**src/rtl/axi_cmd_master.sv**
```systemverilog
// axi_cmd_master: single-outstanding AXI initiator issuing one INCR write or read burst per command.
// Optional read-data checker: define AXI_CMD_MASTER_RCHK_EN to enable the ERR_CNT comparator.
module axi_cmd_master #(
   parameter int unsigned W_CID  = 4,
   parameter int unsigned W_ID   = 4,
   parameter int unsigned W_ADDR = 32,
   parameter int unsigned W_DATA = 32,
   parameter int unsigned W_STRB = W_DATA / 8,
   parameter int unsigned W_SID  = W_CID + W_ID
) (
   input  logic              AXI_CLK,
   input  logic              AXI_RST,
   input  logic              CMD_VALID,
   output logic              CMD_READY,
   input  logic              CMD_WRITE,
   input  logic [W_SID-1:0]  CMD_ID,
   input  logic [W_ADDR-1:0] CMD_ADDR,
   input  logic [7:0]        CMD_LEN,
   input  logic [W_DATA-1:0] CMD_SEED,
   output logic [W_DATA-1:0] RD_DATA,
   output logic              RD_VALID,
   output logic              DONE,
   output logic [1:0]        DONE_RESP,
   output logic              DONE_ERR,
   output logic [15:0]       ERR_CNT,
   output logic [W_SID-1:0]  AWID,
   output logic [W_ADDR-1:0] AWADDR,
   output logic [7:0]        AWLEN,
   output logic [2:0]        AWSIZE,
   output logic [1:0]        AWBURST,
   output logic              AWVALID,
   input  logic              AWREADY,
   output logic [W_SID-1:0]  WID,
   output logic [W_DATA-1:0] WDATA,
   output logic [W_STRB-1:0] WSTRB,
   output logic              WLAST,
   output logic              WVALID,
   input  logic              WREADY,
   input  logic [W_SID-1:0]  BID,
   input  logic [1:0]        BRESP,
   input  logic              BVALID,
   output logic              BREADY,
   output logic [W_SID-1:0]  ARID,
   output logic [W_ADDR-1:0] ARADDR,
   output logic [7:0]        ARLEN,
   output logic [2:0]        ARSIZE,
   output logic [1:0]        ARBURST,
   output logic              ARVALID,
   input  logic              ARREADY,
   input  logic [W_SID-1:0]  RID,
   input  logic [W_DATA-1:0] RDATA,
   input  logic [1:0]        RRESP,
   input  logic              RLAST,
   input  logic              RVALID,
   output logic              RREADY
);

   localparam logic [2:0] AxSize = 3'($clog2(W_STRB));

   typedef enum logic [2:0] {StIdle, StAw, StW, StB, StAr, StR, StDone} state_e;

   state_e             state_q, state_d;
   logic [W_SID-1:0]   id_q;
   logic [W_ADDR-1:0]  addr_q;
   logic [7:0]         len_q;
   logic [W_DATA-1:0]  seed_q;
   logic [8:0]         beat_q;
   logic [1:0]         resp_q;
   logic               err_q;
   logic [W_DATA-1:0]  rd_data_q;
   logic               rd_valid_q;
   logic               cmd_hs, w_hs, b_hs, r_hs, beat_last;
   logic [W_DATA-1:0]  beat_data;

   assign cmd_hs    = (state_q == StIdle) && CMD_VALID;
   assign w_hs      = WVALID && WREADY;
   assign b_hs      = BVALID && BREADY;
   assign r_hs      = RVALID && RREADY;
   assign beat_last = (beat_q == {1'b0, len_q});
   assign beat_data = seed_q + W_DATA'(beat_q);

   always_ff @(posedge AXI_CLK) begin
      if (AXI_RST) begin
         state_q <= StIdle;
      end else begin
         state_q <= state_d;
      end
   end

   always_comb begin
      state_d = state_q;
      unique case (state_q)
         StIdle:  if (CMD_VALID) state_d = CMD_WRITE ? StAw : StAr;
         StAw:    if (AWREADY) state_d = StW;
         StW:     if (WREADY && beat_last) state_d = StB;
         StB:     if (BVALID) state_d = StDone;
         StAr:    if (ARREADY) state_d = StR;
         StR:     if (RVALID && (RLAST || beat_last)) state_d = StDone;
         StDone:  state_d = StIdle;
         default: state_d = StIdle;
      endcase
   end

   // CMD_READY is held low while reset is asserted even though the state is already idle.
   always_comb begin
      CMD_READY = 1'b0;
      AWVALID   = 1'b0;
      WVALID    = 1'b0;
      BREADY    = 1'b0;
      ARVALID   = 1'b0;
      RREADY    = 1'b0;
      DONE      = 1'b0;
      unique case (state_q)
         StIdle:  CMD_READY = !AXI_RST;
         StAw:    AWVALID = 1'b1;
         StW:     WVALID = 1'b1;
         StB:     BREADY = 1'b1;
         StAr:    ARVALID = 1'b1;
         StR:     RREADY = 1'b1;
         StDone:  DONE = 1'b1;
         default: ;
      endcase
   end

   always_ff @(posedge AXI_CLK) begin
      if (AXI_RST) begin
         id_q       <= '0;
         addr_q     <= '0;
         len_q      <= '0;
         seed_q     <= '0;
         beat_q     <= '0;
         resp_q     <= '0;
         err_q      <= 1'b0;
         rd_data_q  <= '0;
         rd_valid_q <= 1'b0;
      end else begin
         rd_valid_q <= 1'b0;
         if (cmd_hs) begin
            id_q   <= CMD_ID;
            addr_q <= CMD_ADDR;
            len_q  <= CMD_LEN;
            seed_q <= CMD_SEED;
            beat_q <= '0;
            resp_q <= '0;
            err_q  <= 1'b0;
         end
         if (w_hs) beat_q <= beat_q + 9'd1;
         if (b_hs) begin
            resp_q <= BRESP;
            err_q  <= (BID != id_q);
         end
         if (r_hs) begin
            rd_valid_q <= 1'b1;
            rd_data_q  <= RDATA;
            beat_q     <= beat_q + 9'd1;
            if (RRESP > resp_q) resp_q <= RRESP;
            if ((RID != id_q) || (RLAST != beat_last)) err_q <= 1'b1;
         end
      end
   end

`ifdef AXI_CMD_MASTER_RCHK_EN
   logic [15:0] err_cnt_q;

   always_ff @(posedge AXI_CLK) begin
      if (AXI_RST || cmd_hs) begin
         err_cnt_q <= '0;
      end else if (r_hs && (RDATA != beat_data) && (err_cnt_q != 16'hFFFF)) begin
         err_cnt_q <= err_cnt_q + 16'd1;
      end
   end

   assign ERR_CNT = err_cnt_q;
`else
   assign ERR_CNT = '0;
`endif

   assign AWID      = id_q;
   assign AWADDR    = addr_q;
   assign AWLEN     = len_q;
   assign AWSIZE    = AxSize;
   assign AWBURST   = 2'b01;
   assign ARID      = id_q;
   assign ARADDR    = addr_q;
   assign ARLEN     = len_q;
   assign ARSIZE    = AxSize;
   assign ARBURST   = 2'b01;
   assign WID       = id_q;
   assign WDATA     = beat_data;
   assign WSTRB     = '1;
   assign WLAST     = (state_q == StW) && beat_last;
   assign RD_DATA   = rd_data_q;
   assign RD_VALID  = rd_valid_q;
   assign DONE_RESP = resp_q;
   assign DONE_ERR  = err_q;

endmodule

```
**config.mk**
```make
export PLATFORM = sky130hd
export DESIGN_NAME = axi_cmd_master
export DESIGN_NICKNAME = d
export VERILOG_FILES = /design/src/rtl/axi_cmd_master.sv
export SDC_FILE = /design/constraint.sdc
export NUM_CORES = 1
export LEC_CHECK = 0
export CAP_MARGIN = 30
export CORE_MARGIN = 10
export CORE_UTILIZATION = 40
export CTS_CLUSTER_DIAMETER = 60
export DETAILED_ROUTE_END_ITERATION = 8
export PLACE_DENSITY = 0.82
export SYNTH_ARGS = -nofsm -noshare
export SYNTH_HDL_FRONTEND = slang
export SYNTH_SLANG_ARGS = --single-unit
```
**constraint.sdc**
```tcl
create_clock -name AXI_CLK -period 2.93 [get_ports AXI_CLK]
set_clock_uncertainty 0.1 [all_clocks]
set_input_delay 0.293 -clock AXI_CLK [delete_from_list [all_inputs] [get_ports AXI_CLK]]
set_output_delay 0.293 -clock AXI_CLK [all_outputs]
set_load 0.005 [all_outputs]
```
Word level (Yosys, flattened, before mapping) --
Index checks and enable logic that the tools add are counted.
Word-level totals: bits in registers 128, input port bits 142, output and inout bits 210, logic and storage cells 69
Operators by class: add/sub/neg operators 2, order comparisons 1, equality and inequality tests 16, mux-type cells 27, reductions and logical operators 13
Operators by type and width (count):
- $add A32 B9 Y32 | 1
- $mux W9 | 3
- $mux W3 | 7
- $pmux W3 S6 | 1
- $ne A8 B8 Y1 | 2
- $mux W1 | 12
- $ne A2 B2 Y1 const B | 6
- $add A9 B1 Y9 const B | 1
- $eq A3 B3 Y1 const B | 3
- $eq A9 B8 Y1 | 1
- $mux W2 | 4
- $logic_and A1 B1 Y1 | 7
- $eq A3 B2 Y1 const B | 2
- $reduce_and A6 Y1 | 1
- $eq A3 B1 Y1 const B | 1
- $logic_not A3 Y1 | 1
- $reduce_bool A3 Y1 | 1
- $gt A2 B2 Y1 | 1
- $logic_or A1 B1 Y1 | 2
- $logic_not A1 Y1 | 1
- $ne A1 B1 Y1 | 1

Longest topological paths before layout --
Gate-level depths: netlist of run 1.
word-level depth 6, depth in mapped cells 9, depth with buffers taken out 8

Worst setup path after synthesis of run 1 --
No wires, ideal clock.
path kind register to output, from register beat_q[0], to output port WDATA[16], data arrival time 1836 ps, required time 2537 ps, path slack 701 ps, stages on the path, launching flop included 9, buffers on the path 1, cell sequence dfxtp_1 > ha_1 > fa_1 > a21oi_1 > nand4b_1 > a21oi_1 > buf_2 > o2111ai_1 > xnor2_1
Between the ends: word-level cells in the longest chain between the ends 1
Ends and longest elaborated chain:
- from (decl) | line 67 | logic [8:0] beat_q;
- from (signal assigned) | line 147 | if (w_hs) beat_q <= beat_q + 9'd1;
- from (signal assigned) | line 155 | beat_q <= beat_q + 9'd1;
- $add A32 B9 Y32 | line 80 | assign beat_data = seed_q + W_DATA'(beat_q);
- to (decl) | line 34 | output logic [W_DATA-1:0] WDATA,
Every way passes these cells.

Worst setup path in the final report of run 1 --
from register seed_q[0], to output port WDATA[20]
Between the ends: word-level cells in the longest chain between the ends 1
Ends and longest elaborated chain:
- from (decl) | line 66 | logic [W_DATA-1:0] seed_q;
- from (signal assigned) | line 130 | seed_q <= '0;
- from (signal assigned) | line 142 | seed_q <= CMD_SEED;
- $add A32 B9 Y32 | line 80
Every way passes these cells.

==> results of run 1 <==
kinds of logic (layout without fill, tap and decap cells):
kind of cell	count (synthesis)	in the layout	synth area share
adder cells (fa/ha/maj)	14	14	0.02771
buffers and inverters	147	401	0.1357
other	2	31	0.001139
XOR/XNOR	53	53	0.07041
multiplexers	4	4	0.006642
flip-flops	128	128	0.3887
AND/OR/NAND/NOR	335	335	0.2221
AO/OA/AOI/OAI	174	175	0.1477
path summary, 6_finish.rpt:
kind                           start                       to
max           seed_q[0]$_SDFFE_PP0P_                WDATA[20]
min                          AXI_RST  ARADDR[28]$_SDFFE_PP0P_
max reg2reg   beat_q[3]$_SDFFE_PP0P_  state_q[0]$_SDFFE_PP0P_
min reg2reg  RD_DATA[7]$_SDFFE_PP0P_  RD_DATA[7]$_SDFFE_PP0P_
cell type report:
| cell class | instances | area [µm²] |
|---|---|---|
| Fill cell | 1326 | 5654 |
| Multi-Input combinational cell | 611 | 3457 |
| Timing Repair Buffer | 359 | 3455 |
| Sequential cell | 128 | 2571 |
| Clock buffer | 22 | 464.2 |
| Tap cell | 216 | 270.3 |
| Clock inverter | 9 | 85.08 |
| Inverter | 11 | 41.29 |
| Antenna cell | 1 | 2.502 |
cell usage after synthesis (2+ instances only):
| master | instances | share of area |
|---|---|---|
| nor4_1 | 2 | 0.0019 |
| xor2_1 | 7 | 0.0093 |
| inv_1 | 11 | 0.0063 |
| a21o_1 | 2 | 0.0023 |
| clkbuf_1 | 33 | 0.019 |
| conb_1 | 2 | 0.0011 |
| and4_1 | 2 | 0.0027 |
| a31oi_1 | 4 | 0.0038 |
| xnor2_1 | 46 | 0.061 |
| o22ai_1 | 2 | 0.0019 |
| a211oi_1 | 3 | 0.0034 |
| nand2_1 | 244 | 0.14 |
| o21ai_0 | 4 | 0.0030 |
| nor3_1 | 3 | 0.0023 |
| and2_1 | 3 | 0.0028 |
| a22oi_1 | 2 | 0.0023 |
| nand4_1 | 18 | 0.017 |
| o2111ai_1 | 6 | 0.0080 |
| buf_2 | 16 | 0.012 |
| nand3_1 | 13 | 0.0099 |
| buf_4 | 86 | 0.098 |
| o21ai_1 | 4 | 0.0030 |
| a2bb2oi_1 | 2 | 0.0027 |
| a21oi_1 | 130 | 0.099 |
| mux2_1 | 2 | 0.0034 |
| nor2_1 | 27 | 0.015 |
| a311oi_1 | 2 | 0.0027 |
| o211ai_1 | 5 | 0.0057 |
| or4_1 | 2 | 0.0023 |
| ha_1 | 13 | 0.025 |
| and3_1 | 8 | 0.0076 |
| dfxtp_1 | 128 | 0.39 |
| nor2b_1 | 2 | 0.0019 |
| nand3b_1 | 3 | 0.0034 |
layer usage:
layer	wire (µm)	global-route usage	vias to the layer above
met5	0	0	-
met4	727	0.09267	0
met3	2276	0.08313	43
met2	13450	0.3932	301
met1	9839	0.2326	3144
li1	-	-	3286
where the power goes:
part           internal (mW)  switching, mW  leakage [nW]
Sequential              1.89          0.226          1.05
Clock                   1.21          0.771         0.262
Combinational          0.801          0.636          2.57
Total                   3.90           1.63          3.88
metrics by stage:
| step | utilization | instance area [µm²] | setup slack (ps) |
|---|---|---|---|
| after global routing | 0.6465 | 10340 | -116.5 |
| after global placement | 0.5937 | 9499 | -54.89 |
| after floorplan | - | 6698 | 700.5 |
| after CTS | 0.6334 | 10130 | -181.4 |
| after detailed placement | 0.5937 | 9499 | -228.3 |
| final | 0.6466 | 10350 | -21.94 |
placed cells by master (no fill, tap or decap), types with 3 or more instances in the layout:
master,instances
clkdlybuf4s15_1,3
conb_1,30
dlygate4sd2_1,4
nor2_1,27
dfxtp_2,7
and2_1,3
nor3_1,3
buf_2,11
clkbuf_16,17
ha_1,7
clkbuf_2,7
clkbuf_1,3
nand3_1,12
a21oi_4,4
dfxtp_1,121
clkinv_2,3
nand3b_1,3
xnor2_1,45
nand2_1,243
o211ai_1,5
nand4_1,18
ha_4,5
o2111ai_2,6
o21ai_1,4
o21ai_0,3
buf_4,30
inv_1,11
a21oi_1,125
buf_6,7
a211oi_1,3
and3_1,8
clkinvlp_4,3
xor2_1,7
clkdlybuf4s50_1,294
a31oi_1,3
worst max-delay path, cell delays in order, from the launching register on:
cell       delay (ps)
dfxtp_2           350
ha_4              160
fa_2              260
a21oi_4            70
nand4b_1          190
buf_6             160
a21oi_4           250
buf_6             160
o2111ai_2         110
xnor2_1           260
buf_2             170
sequential cells by signal, summed over array words and instances, names as in the netlist:
name,flops
ARADDR,32
RD_DATA,32
seed_q,32
beat_q,9
ARID,8
ARLEN,8
state_q,3
DONE_RESP,2
DONE_ERR,1
RD_VALID,1
timing repair:
| action | 4_1_cts | 5_1_grt |
|---|---|---|
| hold buffers | 0 | 0 |
| resized for setup | 74 | 50 |
| endpoints found under the hold margin | 0 | 0 |
| buffers inserted | 8 | 11 |
| cloned | 2 | 0 |
| pin swaps | 23 | 27 |
| setup endpoints to repair | 25 | 24 |
==> impl_results.md, run 1 <==
- Cts bufs inserted: 17
- CTS Sinks: 128
- Failing checks: setup timing
- Reg2Reg Depth: 9
- Vias in the first global route: 6743
- Syn Inst Count: 857
- Synth Register Bits: 128
- HP Class: in2reg
- Seq/Total Area, Yosys: 0.3887
- Final Cycle Share: 1.007
- Pwr dens: 534.8 mW/mm²
- Clock tree root driver cell: clkbuf_16
- Crit. End Element: primary output
- Final ANT Viol Nets: 0
- Die height: 148.4 µm
- Top FF cell, synth: dfxtp_1
- Slew headroom: 0.3413
- Slew Limit Fails: 0
- Die area: 0.02202 mm²
- Worst Setup Start Kind: register
- Period minus WS final: 2952 ps
- Worst Setup Path Type: reg2out
- TNS Setup: -21.94 ps
- Worst reg2reg setup slack: 480 ps
- Ys Warns: 0
- Worst-margin pin slew: 986.6 ps
- Final setup fails: 1
- RSZ-0062 raised after global routing: true
- Initial antenna violation count: 1
- Clock latency on the worst-skew pair: 410 ps
- CTS tree: built
- Max Cap Viol: 0
- GRT Overall Usage: 0.2226
- # DRC: 0
- Number of flops mapped to enable cells by yosys: 0
- Worst Hold Path Cells: 2
- CTS Buffer Depth: 2
- Final Worst Setup Slack: -21.94 ps
- Row cnt: 46
- FMAX: 338.8 MHz
- Drt first pass iters: 5
- Post-Place Cells: 1305
- Post-route insts no fill: 1357
- Drt wl/cell: 19.37 µm
- Total grt overflow: 0
- Global-route wire length before repair: 38480 µm
- Area growth syn-to-layout: 56.94%
- Ratio of cells with drive above 1 in the final layout: 0.1079
- Gp weighted congestion: 0.8578
- Max VDD drop: 0.0003707 V
- H-tree depth: 4
- DR iter-0 viols: 424
- Via/cell ratio: 4.992
- Buffers added on ports: 321
- Netlist Area Pre-Place: 0.006593 mm²
- Routed wire length: 26290 µm
- Status: finished with violations
- Total Power: 5.533 mW
- Clock transition at the registers of the reported paths: 60 ps
- Crit path DAT: 2560 ps
- CP max FO: 4
- Nets: 1284
- Die width: 148.4 µm
- Starting density of the core: 0.4120
- Hold Vio Cnt, Final: 0
- Distinct cells, synth: 54
- Vias post-DR: 6774
- CP Data Required Time: 2540 ps
- Asr flop ratio synth: 0
- Largest net degree at the start of global routing: 77
- I/O pin cnt: 352
- Core footprint: 0.01600 mm²
- Lkg Pwr: 3.876 nW
- Hpwl dp: 19420 µm
- Hold WS: 233.8 ps
- Avg Inst Size Synth: 7.693 µm²
Note: power is estimated with default switching activity, not from simulation.
==> run 2, diff against run 1 <==
- ABC_AREA: default -> 1
- PLACE_DENSITY: 0.82 -> 0.89
==> impl_results.md, run 2 <==
- Status: complete, no violations
- Drt first pass iters: 7
- Final ANT Viol Nets: 0
- Worst-margin pin slew: 556.5 ps
- Drt wl/cell: 18.24 µm
- Crit path DAT: 2480 ps
- Row cnt: 47
- Seq/Total Area, Yosys: 0.3783
- Post-synthesis compound-gate area fraction: 0.1489
- Initial antenna violation count: 2
- Clock power share: 0.283
- Crit. End Element: primary output
- Avg Inst Size Synth: 7.101 µm²
- GRT Overall Usage: 0.2175
- CP Data Required Time: 2540 ps
- Commonest non-fill, non-tap cells in the layout: clkdlybuf4s50_1 (303), nand2_1 (171), nor2_1 (140)
- Post-route insts no fill: 1447
- CTS Buffer Depth: 2
- Switching Fraction: 0.3390
- Hold Vio Cnt, Final: 0
- Vias in the first global route: 7114
- Number of flops mapped to enable cells by yosys: 0
- Max Cap Viol: 0
- Commonest non-fill, non-tap cell in the layout: clkdlybuf4s50_1
- Distinct cells, synth: 40
- Gp weighted congestion: 0.9785
- Final setup fails: 0
- P_sw: 2.688 mW
- Starting density of the core: 0.4085
- Largest family of logic cells by synthesized area: simple AND/OR/NAND/NOR gates
- Cell area after placement: 0.009658 mm²
- Total Power: 7.931 mW
- DR iter-0 viols: 467
- Post-Place Cells: 1410
- Cell area after layout: 0.01050 mm²
- Worst Setup Start Kind: register
- Commonest cells post-synth: nand2_1 (176), nor2_1 (142), dfxtp_1 (128)
- Netlist Area Pre-Place: 0.006774 mm²
- Global-route wire length before repair: 38720 µm
- Area growth syn-to-layout: 55.01%
- Largest net degree at the start of global routing: 56
- Top FF cell, synth: dfxtp_1
- Buffers added on ports: 321
- Clock latency on the worst-skew pair: 420 ps
- Filler instances: 1368
- I/O pin cnt: 352
- Die area: 0.02254 mm²
- Routed wire length: 26400 µm
- Clock transition at the registers of the reported paths: 60 ps
- # DRC: 0
- RSZ-0062 raised after global routing: true
- Combinational Power Share: 0.390
- Vias post-DR: 7149
- Total grt overflow: 0
- Slew Limit Fails: 0
- Lkg Pwr: 4.281 nW
- Asr flop ratio synth: 0
- Post-synthesis mux area share: 0
- Synth top area share: 0.3783
- FMAX: 348.1 MHz
- Post-synthesis xor/xnor area fraction: 0.05172
- Final Cycle Share: 0.9806
- Dominant cell type by area after synthesis: dfxtp_1
- Max VDD drop: 0.0004955 V
- Ratio of cells with drive above 1 in the final layout: 0.07918
- HP Class: in2reg
- Slew headroom: 0.6290
- CP max FO: 8
- Nets: 1370
- Via/cell ratio: 4.941
- Sequential share of power: 0.327
- Synth Area in Simple Gates: 0.2305
- Period minus WS final: 2873 ps
- Worst Setup Path Type: reg2out
- CTS tree: built
- Synth Register Bits: 128
- Pwr dens: 755.3 mW/mm²
- Die width: 150.1 µm
- Internal power: 5.243 mW
- CTS Sinks: 128
- Share of synthesized cell area in full adder, half adder and majority cells: 0.02697
- Core footprint: 0.01658 mm²
- H-tree depth: 4
- Die height: 150.1 µm
- Most area-consuming cells after synthesis: dfxtp_1 (38%), buf_4 (11%), nand2_1 (9.8%), nor2_1 (7.9%), o21ai_0 (7.0%)
- Cts bufs inserted: 17
- Hpwl dp: 20160 µm
- Syn Inst Count: 954
- Clock tree root driver cell: clkbuf_16
- Ys Warns: 0
- CTS Hold Bufs: 0
- Most frequently used cell type in the post-synthesis netlist: nand2_1
-- run 2: routing by layer --
metal / vias to the layer above / wire length [µm] / track usage
met5: - / 0 / 0
met1: 3269 / 9840 / 0.2424
li1: 3472 / - / -
met4: 0 / 706 / 0.08503
met3: 49 / 2592 / 0.07803
met2: 359 / 13260 / 0.3716
-- run 2: worst max-delay path, cell delays in order (launching register included) --
cell and delay [ps]:
dfxtp_4 400, ha_4 230, a21oi_2 200, nor2_1 80, o21ai_1 180, nand3_1 140, nand2_1 120, xor2_1 170
clkdlybuf4s50_1 540
-- run 2: final cells by class --
cell class / count / area [µm²] / area share
well taps: 220 / 275.3 / 0.02622
inverters: 74 / 279.0 / 0.02657
repair buffers: 336 / 3364 / 0.3204
flip-flops and latches: 128 / 2574 / 0.2451
diodes: 2 / 5.005 / 0.0004766
clock inverters: 10 / 161.4 / 0.01537
multi-input cells: 657 / 3385 / 0.3223
clock buffers: 20 / 456.7 / 0.04349
-- run 2: worst paths after layout --
path                             from                       end  slack (ps)  depth (start not counted)
max            beat_q[4]$_SDFFE_PP0P_                 WDATA[27]          60                          8
min                          RDATA[7]   RD_DATA[7]$_SDFFE_PP0P_         330                          3
max reg2reg    beat_q[3]$_SDFFE_PP0P_   state_q[0]$_SDFFE_PP0P_         580                         13
min reg2reg  RD_DATA[16]$_SDFFE_PP0P_  RD_DATA[16]$_SDFFE_PP0P_         360                          2
-- run 2: what timing repair did --
action	CTS	global route
setup endpoints to repair	24	19
pin swaps	3	6
setup buffers	2	3
gates resized for setup	37	27
-- run 2: cell families after synthesis --
group / after synthesis
AO/OA/AOI/OAI: 193
XOR/XNOR: 40
adder cells (fa/ha/maj): 14
buffers and inverters: 197
flip-flops: 128
other: 2
AND/OR/NAND/NOR: 380
-- run 2: per-stage QoR --
step	hold WS (ps)	TNS, ps	util	setup WS (ps)
global placement	351.3	0	0.5824	151.8
detailed placement	357.2	0	0.5824	26.19
floorplan	327.9	0	-	762.9
CTS	311.8	0	0.6271	9.351
finish	326.4	0	0.6332	56.93
global route	326.4	-212.6	0.6332	-65.92
-- run 2: power by group through the flow --
stage	clock network [mW]	registers (mW)	logic [mW]
6_report	2.24	2.59	3.09
3_3_place_gp	0	2.58	3.04
2_1_floorplan	0	2.48	1.62
3_5_place_dp	0	2.59	3.10
4_1_cts	2.27	2.58	3.12
5_1_grt	2.34	2.64	3.37
